### src/rtl/recursive_doubling_subtractor.sv
// Pipelined D = A - B (A + ~B + 1) with a recursive-doubling KGP carry network.
// One register stage per doubling level; operands travel with their KGP data.
module recursive_doubling_subtractor #(
   parameter int WIDTH  = 64,
   parameter int LEVELS = 6
) (
   input  logic             clk,
   input  logic             reset,
   input  logic             en,
   input  logic             in_valid,
   input  logic [WIDTH-1:0] A,
   input  logic [WIDTH-1:0] B,
   output logic             out_valid,
   output logic [WIDTH-1:0] D,
   output logic             borrow,
   output logic             ovf
);

   // Symbol is {a, ~b}: 00 kill, 11 generate, 01/10 propagate.
   localparam logic [1:0] KGP_GEN = 2'b11;

   typedef logic [WIDTH-1:0][1:0] kgp_vec_t;

   function automatic logic [1:0] kgp_merge(
      input logic [1:0] hi,
      input logic [1:0] lo
   );
      return (hi[1] ^ hi[0]) ? lo : hi;
   endfunction

   kgp_vec_t         kgp_q [LEVELS+1];
   kgp_vec_t         kgp_d [LEVELS+1];
   logic [WIDTH-1:0] a_q   [LEVELS+1];
   logic [WIDTH-1:0] a_d   [LEVELS+1];
   logic [WIDTH-1:0] b_q   [LEVELS+1];
   logic [WIDTH-1:0] b_d   [LEVELS+1];
   logic [LEVELS:0]  v_q;
   logic [LEVELS:0]  v_d;

   logic [WIDTH-1:0] c_q;
   logic [WIDTH-1:0] c_d;
   logic [WIDTH-1:0] ca_q;
   logic [WIDTH-1:0] ca_d;
   logic [WIDTH-1:0] cb_q;
   logic [WIDTH-1:0] cb_d;
   logic             cv_q;
   logic             cv_d;

   logic [WIDTH-1:0] diff;

   always_comb begin : prefix_levels
      for (int k = 0; k <= LEVELS; k++) begin
         kgp_d[k] = '0;
         a_d[k]   = '0;
         b_d[k]   = '0;
      end
      v_d = '0;

      for (int i = 0; i < WIDTH; i++) begin
         kgp_d[0][i] = {A[i], ~B[i]};
      end
      a_d[0] = A;
      b_d[0] = B;
      v_d[0] = in_valid;

      // Lanes whose partner falls below bit 0 pick up the carry-in generate.
      for (int k = 1; k <= LEVELS; k++) begin
         for (int i = 0; i < WIDTH; i++) begin
            if (i >= (1 << (k - 1))) begin
               kgp_d[k][i] = kgp_merge(kgp_q[k-1][i],
                                       kgp_q[k-1][i - (1 << (k - 1))]);
            end else begin
               kgp_d[k][i] = kgp_merge(kgp_q[k-1][i], KGP_GEN);
            end
         end
         a_d[k] = a_q[k-1];
         b_d[k] = b_q[k-1];
         v_d[k] = v_q[k-1];
      end
   end

   // The top lane's window stops at bit 0, so close it against the carry-in.
   always_comb begin : carry_resolve
      c_d = '0;
      for (int i = 0; i < WIDTH; i++) begin
         c_d[i] = (kgp_merge(kgp_q[LEVELS][i], KGP_GEN) == KGP_GEN);
      end
      ca_d = a_q[LEVELS];
      cb_d = b_q[LEVELS];
      cv_d = v_q[LEVELS];
   end

   always_ff @(posedge clk or negedge reset) begin
      if (!reset) begin
         kgp_q <= '{default: '0};
         a_q   <= '{default: '0};
         b_q   <= '{default: '0};
         v_q   <= '0;
         c_q   <= '0;
         ca_q  <= '0;
         cb_q  <= '0;
         cv_q  <= 1'b0;
      end else if (en) begin
         kgp_q <= kgp_d;
         a_q   <= a_d;
         b_q   <= b_d;
         v_q   <= v_d;
         c_q   <= c_d;
         ca_q  <= ca_d;
         cb_q  <= cb_d;
         cv_q  <= cv_d;
      end
   end

   // Results are forced to 0 in empty slots so idle outputs stay deterministic.
   always_comb begin : result
      diff      = ca_q ^ ~cb_q ^ {c_q[WIDTH-2:0], 1'b1};
      out_valid = cv_q;
      D         = cv_q ? diff : '0;
      borrow    = cv_q & ~c_q[WIDTH-1];
      ovf       = cv_q & (ca_q[WIDTH-1] ^ cb_q[WIDTH-1])
                       & (diff[WIDTH-1] ^ ca_q[WIDTH-1]);
   end

endmodule

### config.mk
export PLATFORM = sky130hd
export DESIGN_NAME = recursive_doubling_subtractor
export DESIGN_NICKNAME = d
export VERILOG_FILES = /design/src/rtl/recursive_doubling_subtractor.sv
export SDC_FILE = /design/constraint.sdc
export NUM_CORES = 2
export LEC_CHECK = 0
export BUFFER_PORTS_ARGS = -buffer_cell sky130_fd_sc_hd__buf_4
export CAP_MARGIN = 10
export CORE_MARGIN = 2
export CORE_UTILIZATION = 50
export CTS_BUF_LIST = sky130_fd_sc_hd__clkbuf_16
export DETAILED_ROUTE_END_ITERATION = 8
export PLACE_DENSITY_LB_ADDON = 0.08
export SYNTH_ARGS = -nofsm -noshare
export SYNTH_HDL_FRONTEND = slang
export SYNTH_SLANG_ARGS = --single-unit
### constraint.sdc
create_clock -name clk -period 1.1 [get_ports clk]
set_clock_uncertainty 0.05 [all_clocks]
set_input_delay 0.165 -clock clk [delete_from_list [all_inputs] [get_ports clk]]
set_output_delay 0.165 -clock clk [all_outputs]
set_load 0.1 [all_outputs]
==> results.py <==
metrics = {
    "die": {
        "dieWidth_um": 393,
        "rows": 142,
        "die_h_um": 393,
        "initial_core_util_pct": 50.5,
        "die_area_um2": 155000,
        "core_area_um2": 150000,
        "io_pins": 199,
    },
    "clock_network": {
        "cts_buffers": 194,
        "clock-root-buffer": "clkbuf_16",
        "clk_latency_ps": 810,
        "cts.clk_slew.worst_paths_ps": 60,
        "clockBufferDepth": 3,
        "cts.htree.levels": 4,
        "clkSinkCount": 1865,
        "cts_tree": "done",
    },
    "grt": {
        "overflow": 0,
        "grtUsageTotal_pct": 23.1,
        "antenna_found_initial": 3,
        "first_global_vias": 48500,
        "grt_max_degree": 102,
        "grt_first_pass_wirelength_um": 283000,
    },
    "worst_setup_path": {
        "required_ps": 1720,
        "path_class": "in -> reg",
        "cpMostUsedCell": "dlygate4sd3_1",
        "worstPathArrival_ps": 2830,
        "crit_buf_inv": 5,
        "crit_family": "buffers and inverters",
        "cpPeakStageDelay_ps": 1050,
        "critPathSlowestCell": "dlygate4sd3_1",
        "end_kind": "flip-flop",
        "crit_path_cell_trace": "buf_16 > dlygate4sd3_1 > buf_4 > dlygate4sd3_1 > buf_12 > mux2_2",
        "start_kind": "input port",
        "critPathMaxFanout": 12,
    },
    "run_status": {
        "status": "finished with violations",
        "violations": "negative setup slack",
    },
    "timing": {
        "setup_ws_ps": -1110,
        "rsz0062_at_grt": "yes",
        "setup_viol": 287,
        "fin_crit_ps": 2210,
        "slew_headroom_pct": 51.8,
        "finalHoldViolCount": 0,
        "worst_pin_slew_ps": 721,
        "final_max_slew_viol_count": 0,
        "period_share_pct": 201,
        "whs_ps": 17.2,
        "fmax_ghz": 0.453,
    },
    "final_layout": {
        "fin_nets": 6774,
        "stdcell_area_um2": 92600,
        "final_layout_size_suffix_gt1_share_pct": 30.3,
        "fin_util_pct": 61.6,
        "syn_to_final_growth_pct": 22.1,
        "antennaDiodeCount": 0,
    },
    "yosys": {
        "synth_seq_cells": 1865,
        "synth_cell_types": 21,
        "synth_area_leaders": "dfrtp_1, mux2_2, o22ai_1, a21oi_1, inv_1",
        "synth_top_area_share_pct": 61.6,
        "synthArstFlopShare_pct": 100,
        "synth_nets": 6053,
        "yosys_most_used_dff": "dfrtp_1",
        "synthCells": 5921,
        "synth_common_cells": "dfrtp_1, mux2_2, a21oi_1",
        "yosysTopAreaCell": "dfrtp_1",
        "synth_edf_count": 0,
        "synth_most_common_cell": "dfrtp_1",
        "avgSynthCellArea_um2": 12.8,
        "ys_seq_area_share_pct": 61.6,
        "synthesis.area_um2": 75800,
        "ys_warn_count": 0,
    },
    "placed_design": {
        "routabilityCongestion": 0.863,
        "hpwl_um": 122000,
        "dp_slack_ps": -404,
        "dpl_cell_area_um2": 83500,
        "portBuffers": 198,
    },
    "power": {
        "ir_drop_uv": 2990,
        "p_per_area_nw_per_um2": 2330,
        "cellLeakagePower_nw": 41.4,
        "p_total_mw": 215,
    },
    "routing": {
        "drt_iter0_markers": 2910,
        "drtAntennaViolNets": 0,
        "routed_wl_um": 177000,
        "viasPerCell": 5.47,
        "drc_errors": 0,
        "avgRoutedWirePerCell_um": 20.1,
        "vias": 48200,
        "firstDrtPassIters": 5,
    },
    "flow_run": {
        "cap_violations": 0,
    },
    "worst_hold_path": {
        "hold_class": "in -> reg",
    },
}
-- worst register-to-register path, cell delays in order, from the launching register on --
cell and delay [ps]:
dfrtp_1 410, maj3_2 350, mux2_4 270
-- placed cells by master (no fill, tap or decap), types with 4 or more instances in the layout --
| cell | count |
|---|---|
| buf_12 | 167 |
| inv_6 | 7 |
| o22ai_1 | 629 |
| nor2_1 | 133 |
| o21ai_0 | 321 |
| o21ai_2 | 7 |
| dfrtp_2 | 20 |
| maj3_2 | 4 |
| clkinv_8 | 5 |
| mux2_4 | 372 |
| o22ai_2 | 5 |
| and2_4 | 57 |
| xnor3_1 | 63 |
| a31oi_1 | 59 |
| o21ai_1 | 77 |
| clkbuf_16 | 197 |
| bufinv_16 | 10 |
| clkinv_2 | 23 |
| mux2_2 | 731 |
| dfrtp_1 | 1844 |
| and2_2 | 7 |
| a21oi_2 | 6 |
| buf_4 | 403 |
| clkinv_1 | 58 |
| buf_6 | 21 |
| dlygate4sd3_1 | 195 |
| a21oi_1 | 667 |
| dlymetal6s4s_1 | 6 |
| inv_1 | 685 |
-- power by group --
part           switching, mW  total [mW]  internal (mW)
sequential              14.0        97.6           83.6
clock                   26.9        61.3           34.4
combinational           27.0        56.5           29.5
-- through the flow --
stage | instances | TNS (ps)
after floorplan | 5921 | -103630
after global placement | 8248 | -430850
after detailed placement | 8248 | -444100
after CTS | 8822 | -148590
after global routing | 8814 | -221130
final | 8814 | -205110
-- layout make-up --
class                      count  area [um2]
fill                       11700       57600
sequential                  1865       46700
multi-input combinational   3148       26300
timing repair buffer         799        8780
clock buffer                 196        4900
tap                         2016        2520
inverter                     634        2380
clock inverter               156         982
-- state kept, by name, summed over array words and instances, names as in the netlist, 7 cells and up --
name	flops
kgp_q	769
a_d	384
b_d	384
c_q	64
ca_d	64
ca_q	64
cb_d	64
cb_q	64
v_q	7
-- path summary, 6_finish.rpt --
path	from	end	slack [ps]	cells past startpoint
worst max-delay path	en	cb_d[61]	-1110	6
min in group asynchronous	reset	kgp_q[794]	90	3
worst min-delay path	en	kgp_q[685]	20	4
worst max register to register	kgp_q[270]	kgp_q[175]	-100	2
max in group asynchronous	reset	kgp_q[623]	270	3
worst min register to register	a_d[97]	a_d[33]	440	1
-- timing repair --
| item | CTS | global route |
|---|---|---|
| endpoints found under the hold margin | 2194 | 48 |
| endpoints found under the setup margin | 101 | 694 |
| setup buffers | 10 | 0 |
| pin swaps | 30 | 5 |
| hold buffers | 212 | 2 |
| cloned | 0 | 1 |
| resized for setup | 222 | 110 |
-- metal layers --
layer / vias to the layer above / track usage, % / share of wire, %
li1: 22500 / - / -
met1: 24500 / 34.2 / 47
met2: 906 / 36.0 / 46
met3: 243 / 3.28 / 4.4
met4: 2 / 5.95 / 2.2
met5: - / 0 / 0.0079
-- cell families after synthesis --
| logic type | share of synthesized area, % |
|---|---|
| flip-flops | 61.6 |
| AO/OA/AOI/OAI | 12.9 |
| multiplexers | 16.4 |
| buffers and inverters | 6.02 |
| AND/OR/NAND/NOR | 1.22 |
| XOR/XNOR | 1.88 |
| adder cells (fa/ha/maj) | 0.0528 |
Power figures use the tool's default switching activity.
